[config.mk]
export PLATFORM = sky130hd
export DESIGN_NAME = forward_ctrl
export DESIGN_NICKNAME = d
export VERILOG_FILES = /design/src/rtl/forward_ctrl.sv
export SDC_FILE = /design/constraint.sdc
export NUM_CORES = 1
export LEC_CHECK = 0
export ABC_AREA = 1
export CAP_MARGIN = 40
export CELL_PAD_IN_SITES_DETAIL_PLACEMENT = 0
export CELL_PAD_IN_SITES_GLOBAL_PLACEMENT = 1
export CORE_MARGIN = 10
export CORE_UTILIZATION = 30
export CTS_CLUSTER_DIAMETER = 120
export DETAILED_ROUTE_END_ITERATION = 10
export PLACE_DENSITY_LB_ADDON = 0.12
export SLEW_MARGIN = 10
export SYNTH_ARGS = -nofsm -noshare
export SYNTH_HDL_FRONTEND = slang
export SYNTH_SLANG_ARGS = --single-unit
[constraint.sdc]
create_clock -name clk -period 3.4 [get_ports clk]
set_input_delay 0.34 -clock clk [delete_from_list [all_inputs] [get_ports clk]]
set_output_delay 0.34 -clock clk [all_outputs]
set_load 0.02 [all_outputs]
[src/rtl/forward_ctrl.sv]
// Forwarding and load-use hazard control for a 5-stage LEGv8 pipeline.
// Latency: operand selects and stall are combinational; stage metadata advances one stage per clk.
// Backpressure: a load-use hazard raises hazard_stall for one cycle and inserts an EX bubble.
//
// Ports:
//   clk, reset          - clock, synchronous active-high reset
//   id_*                - metadata of the instruction currently in ID
//   flush               - taken branch; instruction leaving ID is killed
//   fwd_a_sel/fwd_b_sel - ALU operand mux selects (00 RF, 01 EX/MEM, 10 MEM/WB, 11 zero)
//   hazard_stall        - hold PC and IF/ID this cycle
//   wb_rd/wb_regwrite   - register-file write port control
module forward_ctrl #(
    parameter int          REG_W    = 5,
    parameter int unsigned ZERO_REG = 31
) (
    input  logic             clk,
    input  logic             reset,
    input  logic             id_valid,
    input  logic [REG_W-1:0] id_rn,
    input  logic [REG_W-1:0] id_rm,
    input  logic [REG_W-1:0] id_rd,
    input  logic             id_regwrite,
    input  logic             id_memread,
    input  logic             flush,
    output logic [1:0]       fwd_a_sel,
    output logic [1:0]       fwd_b_sel,
    output logic             hazard_stall,
    output logic [REG_W-1:0] wb_rd,
    output logic             wb_regwrite
);

    localparam logic [REG_W-1:0] ZR = REG_W'(ZERO_REG);

    localparam logic [1:0] SEL_RF   = 2'b00;
    localparam logic [1:0] SEL_MEM  = 2'b01;
    localparam logic [1:0] SEL_WB   = 2'b10;
    localparam logic [1:0] SEL_ZERO = 2'b11;

    typedef struct packed {
        logic [REG_W-1:0] rn;
        logic [REG_W-1:0] rm;
        logic [REG_W-1:0] rd;
        logic             rw;
        logic             ld;
    } ex_meta_t;

    typedef struct packed {
        logic [REG_W-1:0] rd;
        logic             rw;
        logic             ld;
    } mem_meta_t;

    typedef struct packed {
        logic [REG_W-1:0] rd;
        logic             rw;
    } wb_meta_t;

    ex_meta_t  ex_q,  ex_d;
    mem_meta_t mem_q, mem_d;
    wb_meta_t  wb_q,  wb_d;

    // Most recent producer wins: MEM is checked before WB. A load sitting in
    // MEM has no data yet, so it never forwards from EX/MEM.
    function automatic logic [1:0] pick_sel(
        input logic [REG_W-1:0] src,
        input mem_meta_t        mem,
        input wb_meta_t         wb
    );
        logic [1:0] sel;
        sel = SEL_RF;
        if (src == ZR)
            sel = SEL_ZERO;
        else if (mem.rw && !mem.ld && (mem.rd == src) && (mem.rd != ZR))
            sel = SEL_MEM;
        else if (wb.rw && (wb.rd == src) && (wb.rd != ZR))
            sel = SEL_WB;
        return sel;
    endfunction

    always_comb begin
        fwd_a_sel = pick_sel(ex_q.rn, mem_q, wb_q);
        fwd_b_sel = pick_sel(ex_q.rm, mem_q, wb_q);

        // A flush already kills the dependent instruction, so no stall is needed.
        hazard_stall = id_valid && ex_q.ld && ex_q.rw && (ex_q.rd != ZR) &&
                       ((ex_q.rd == id_rn) || (ex_q.rd == id_rm)) && !flush;

        ex_d = '0;
        if (!(flush || hazard_stall)) begin
            ex_d.rn = id_rn;
            ex_d.rm = id_rm;
            ex_d.rd = id_rd;
            ex_d.rw = id_valid && id_regwrite;
            ex_d.ld = id_valid && id_memread;
        end

        mem_d.rd = ex_q.rd;
        mem_d.rw = ex_q.rw;
        mem_d.ld = ex_q.ld;

        // XZR writes are discarded before they reach the register file.
        wb_d.rd = mem_q.rd;
        wb_d.rw = mem_q.rw && (mem_q.rd != ZR);
    end

    always_ff @(posedge clk) begin
        if (reset) begin
            ex_q  <= '0;
            mem_q <= '0;
            wb_q  <= '0;
        end else begin
            ex_q  <= ex_d;
            mem_q <= mem_d;
            wb_q  <= wb_d;
        end
    end

    assign wb_rd       = wb_q.rd;
    assign wb_regwrite = wb_q.rw;

endmodule

==> summary.md <==
| Metric | Value |
|---|---|
| FF/Latch Area | `around 600 µm²` |
| # fillers | `483` |
| Register area share after synthesis | `0.436` |
| Power per cell area | `393 nW/µm²` |
| Cell Area, Synth | `1380 µm²` |
| VDD IR max | `0.230 mV` |
| Crit end category | `output port` |
| Port Buffer Count | `31` |
| Die Wd | `87.8 µm` |
| Power Total | `713 µW` |
| Slew Limit Headroom | `0.630` |
| Top cell type's share of synthesized area | `0.436` |
| DP HPWL | `2680 µm` |
| Static Leak | `0.833 nW` |
| Initial Utilization | `0.312` |
| First DRT Iteration DRCs | `50` |
| Vias in the first global route | `between 1,000 and 1,500` |
| Yosys Warn Count | `0` |
| Status | `completed` |
| Reg-to-reg endpoint | `ex_q[9]` |
| Synth Register Bits | `30` |
| RSZ-0062 raised after global routing | `false` |
| CP Max Fanout | `2` |
| CTS Buf Count | `5` |
| Clock root cell | `clkbuf_8` |
| Non-Filler Instances | `295` |
| Critical Path AT | `2.05 ns` |
| DRT Pass-1 Iters | `4` |
| Largest area contributor in the netlist | `dfxtp_1` |
| Final count of hold timing violations | `0` |
| Gpl congestion | `~0.80` |
| Post-CTS Setup Inserts | `0` |
| Placeable Area | `4410 µm²` |
| TritonCTS clock tree | `yes` |
| Multi-input logic area | `~620 µm²` |
| GRT Total Usage | `0.0941` |
| H-Tree Depth | `2` |
| R2R setup slack | `2.08 ns` |
| Reg clk slew, reported paths | `roughly 0.06 ns` |
| Fmax achieved | `~420 MHz` |
| CTS Hold Bufs | `0` |
| Ant. Diodes | `0` |
| Layout area overhead | `31.9%` |
| WP data required | `between 3 and 4 ns` |
| Longest Clk Path Bufs | `2` |
| Synth top area cells | `dfxtp_1 (44%), nor2_1 (14%), nand2_1 (12%)` |
| Remaining routing DRC violations | `0` |
| Gate Count Post-Synth | `between 200 and 250` |
| Worst Setup EP | `hazard_stall` |
| CP Launch Point | `id_rn[3]` |
| Dpl cells | `288` |
| First-pass GRT wire length | `5690 µm` |
| Worst R2R Start | `ex_q[4]` |
| Nets | `between 200 and 300` |
| Setup TNS | `0 ns` |
| Setup crit start kind | `primary input` |
| # resized after CTS | `0` |
| IO Pins | `32` |
| Post-route ant nets | `0` |
| Period utilisation layout | `0.704` |
| Mean area per synthesized cell | `approximately 6.7 µm²` |
| Share of cells above drive strength 1 | `0.0453` |
| Worst Skew | `0.00289 ns` |
| Largest net degree at the start of global routing | `18` |
| Detailed Route WL | `3310 µm` |
| Clk sinks | `30` |
| Post-Syn Nets | `228` |
| Vias | `1,254` |
| Post-synthesis cell type count | `18` |
| Via density | `roughly 4.3` |
| R2R cell count | `9` |
| Initial antenna violation count | `0` |
| Min Tclk post-route | `2.39 ns` |
| Global route overflow | `0` |
| Wire per inst | `11.2 µm` |
| Die height | `approximately 88 µm` |
| Worst slew pin tran | `0.554 ns` |
| Max Cap Viol | `0` |
| Clock latency of the later-clocked register in the worst-skew pair | `0.27 ns` |
| Crit Path Class | `primary input to output port` |
| Rows | `24` |
| Final setup violation count | `0` |
| DIE AREA | `between 7000 and 8000 µm²` |
| Class of the most critical hold timing path | `flop to flop` |
| Final-report max-slew violation count | `0` |
stage by stage:
| step | util | hold WS [ns] | setup WS [ns] | area [µm²] |
|---|---|---|---|---|
| 3_3_place_gp | 0.394 | 0.412 | 0.981 | 1740 |
| 2_1_floorplan | - | 0.403 | 1.97 | 1380 |
| 6_report | 0.412 | 0.421 | 1.01 | 1820 |
| 4_1_cts | 0.412 | 0.423 | 0.982 | 1820 |
| 3_5_place_dp | 0.394 | 0.415 | 0.981 | 1740 |
| 5_1_grt | 0.412 | 0.444 | 0.826 | 1820 |
placed cells by master, fill, tap and decap left out, types with 3 or more instances in the layout:
| master | Yosys | final |
|---|---|---|
| o22ai_1 | 4 | 4 |
| clkdlybuf4s50_1 | 0 | 31 |
| xnor2_1 | 6 | 6 |
| nand3_1 | 12 | 12 |
| inv_1 | 38 | 38 |
| nor3_1 | 6 | 6 |
| nand2_1 | 44 | 44 |
| clkbuf_8 | 0 | 5 |
| xor2_1 | 4 | 4 |
| nor2_1 | 51 | 51 |
| dfxtp_1 | 30 | 30 |
| o21ai_0 | 3 | 3 |
cell families (layout without fill, tap and decap cells):
kind of cell,Yosys count,after routing,synth area share
flip-flops,30,30,0.436
XOR/XNOR,10,10,0.0636
AO/OA/AOI/OAI,8,8,0.0327
buffers and inverters,41,77,0.117
AND/OR/NAND/NOR,118,118,0.351
Yosys cell counts:
library cell	n
nand3_1	12
nor3_1	6
or2_2	1
a21oi_1	1
nand2_4	1
nand4_1	2
o22ai_1	4
nor2_1	51
inv_1	38
o21ai_0	3
inv_2	1
buf_6	1
nand2_1	44
nand2_2	1
dfxtp_1	30
xor2_1	4
xnor2_1	6
clkbuf_1	1
flip-flops by register name (all words and copies together) (netlist names):
| name | count |
|---|---|
| ex_q | 17 |
| mem_q | 7 |
| wb_rd | 5 |
| wb_regwrite | 1 |
metal layers:
metal,up-vias,GRT usage,wire length (µm)
li1,687,-,-
met1,533,0.103,1430
met2,29,0.157,1560
met3,5,0.0418,272
met4,0,0.0348,52
met5,-,0,0
critical path, stage by stage:
cell,delay [ns]
clkdlybuf4s50_1,0.49
inv_1,0.06
nand2_1,0.05
nand2_1,0.05
nor2_1,0.14
nand3_1,0.09
nand2_1,0.08
nand2_2,0.07
nor2_1,0.08
clkdlybuf4s50_1,0.61
worst min path at each step:
stage	from	end	slack, ns	cells after the start
after CTS	ex_q[0]	mem_q[0]	0.42	2
after detailed placement	ex_q[1]	mem_q[1]	0.42	2
final	ex_q[0]	mem_q[0]	0.42	2
after global placement	ex_q[0]	mem_q[0]	0.41	2
after floorplan	ex_q[1]	mem_q[1]	0.40	2
after global routing	ex_q[0]	mem_q[0]	0.44	2
area by class of cell:
type,instances,area share
Multi-Input combinational cell,136,0.339
Sequential cell,30,0.331
Timing Repair Buffer,31,0.171
Inverter,39,0.0806
Clock buffer,5,0.0379
Tap cell,52,0.0358
Clock inverter,2,0.00551
where the power goes:
part / internal [mW] / total, mW / switching (mW)
sequential: 0.363 / 0.373 / 0.0105
clock: 0.137 / 0.261 / 0.125
combinational: 0.0412 / 0.0790 / 0.0378
Note: power is estimated with default switching activity, not from simulation.
==> RTL change: new RTL, same settings <==
The parameter `REG_W` goes from 5 to 6.
--- a/src/rtl/forward_ctrl.sv
+++ b/src/rtl/forward_ctrl.sv
@@ -11,5 +11,5 @@
 //   wb_rd/wb_regwrite   - register-file write port control
 module forward_ctrl #(
-    parameter int          REG_W    = 5,
+    parameter int          REG_W    = 6,
     parameter int unsigned ZERO_REG = 31
 ) (
Interface: changed (resized id_rd, id_rm, id_rn and wb_rd); port bits go from 32 to 36. The function was not compared with the original's and may differ.
==> RTL change against the unedited design <==
Setup slack worse by 0.016 ns; clock power increased by 7%; power rose by 14%; sequential cell count grew 5; fmax down 0.68%; area after synthesis increased by 18%; cell area increased by 17%; largest power group unchanged; routed wire length rose by 23%; worst hold slack gained 0.015 ns.
==> RTL change: results (changes against the unedited design) <==
Routed wire length: 4060 um (+23%)
Seq pwr share: 54.0% (+1.7 points)
Met1 Usage GRT: 11.3% (+0.96 points)
Post-Route Utilization: 40.9% (-0.23 points)
Beginning of the worst register-to-register path: ex_q[3]$_SDFF_PP0_
Synth Area in Compound Gates: 3.09% (-0.18 points)
Share of layout cells above drive strength 1: 4.26% (-0.27 points)
DR vias: 1,435 (+14%)
Non-CTS buffers: 36 (+16%)
Non-clk buf share: 16.9% (-0.18 points)
Routed wl met2: 1880 um (+21%)
Clock buf/inv share: 3.84% (-0.50 points)
Vias per inst: 4.08 (-4.1%)
Final GP Congestion: 0.774 (-3.1%)
Register area share after synthesis: 43.2% (-0.35 points)
Worst hold slack: 0.436 ns (+0.0150 ns)
Overall Global Routing Usage: 9.83% (+0.42 points)
Reg2reg end: ex_q[19]$_SDFF_PP0_
Net Switching: 0.000195 W (+13%)
Initial DRC Count: 31 (-38%)
FF+latch area: 701 um2 (+17%)
Layout clock buffer count: 7 (+2)
Syn Area/Cell: 6.70 um2 (+0.61%)
Outcome: finished, final reports clean
Final HPWL DP: 3340 um (+24%)
Number of non-clock inverters: 41 (+5.1%)
Most common cell in the netlist: nand2_1
Multi-input gate area: 736 um2 (+20%)
Leak: 0.982 nW (+18%)
Nets: 305 (+16%)
Worst rel slew slack: 72.4% (+9.5 points)
Post-Synth XOR/XNOR Area: 7.03% (+0.67 points)
Pre-CTS WS: 0.953 ns (-0.0282 ns)
RTL change: worst min-delay path: cells and delay by family (launching register included):
family,cells,cell delay [ns]
buffers and inverters,1,0.05
flip-flops,1,0.31
AND/OR/NAND/NOR,1,0.03
RTL change: kinds of logic after synthesis:
kind of cell	Yosys count
XOR/XNOR	13
buffers and inverters	45
flip-flops	35
AO/OA/AOI/OAI	8
AND/OR/NAND/NOR	141
RTL change: worst max-delay path by stage:
| stage | cells past startpoint | startpoint | slack, ns | end |
|---|---|---|---|---|
| floorplan | 8 | wb_rd[3]$_SDFF_PP0_ | 1.94 | fwd_b_sel[1] |
| global placement | 10 | id_rn[1] | 0.95 | hazard_stall |
| detailed placement | 10 | id_rn[1] | 0.95 | hazard_stall |
| CTS | 10 | id_rn[1] | 0.94 | hazard_stall |
| global route | 10 | id_rn[0] | 0.87 | hazard_stall |
| finish | 10 | id_rn[1] | 0.99 | hazard_stall |
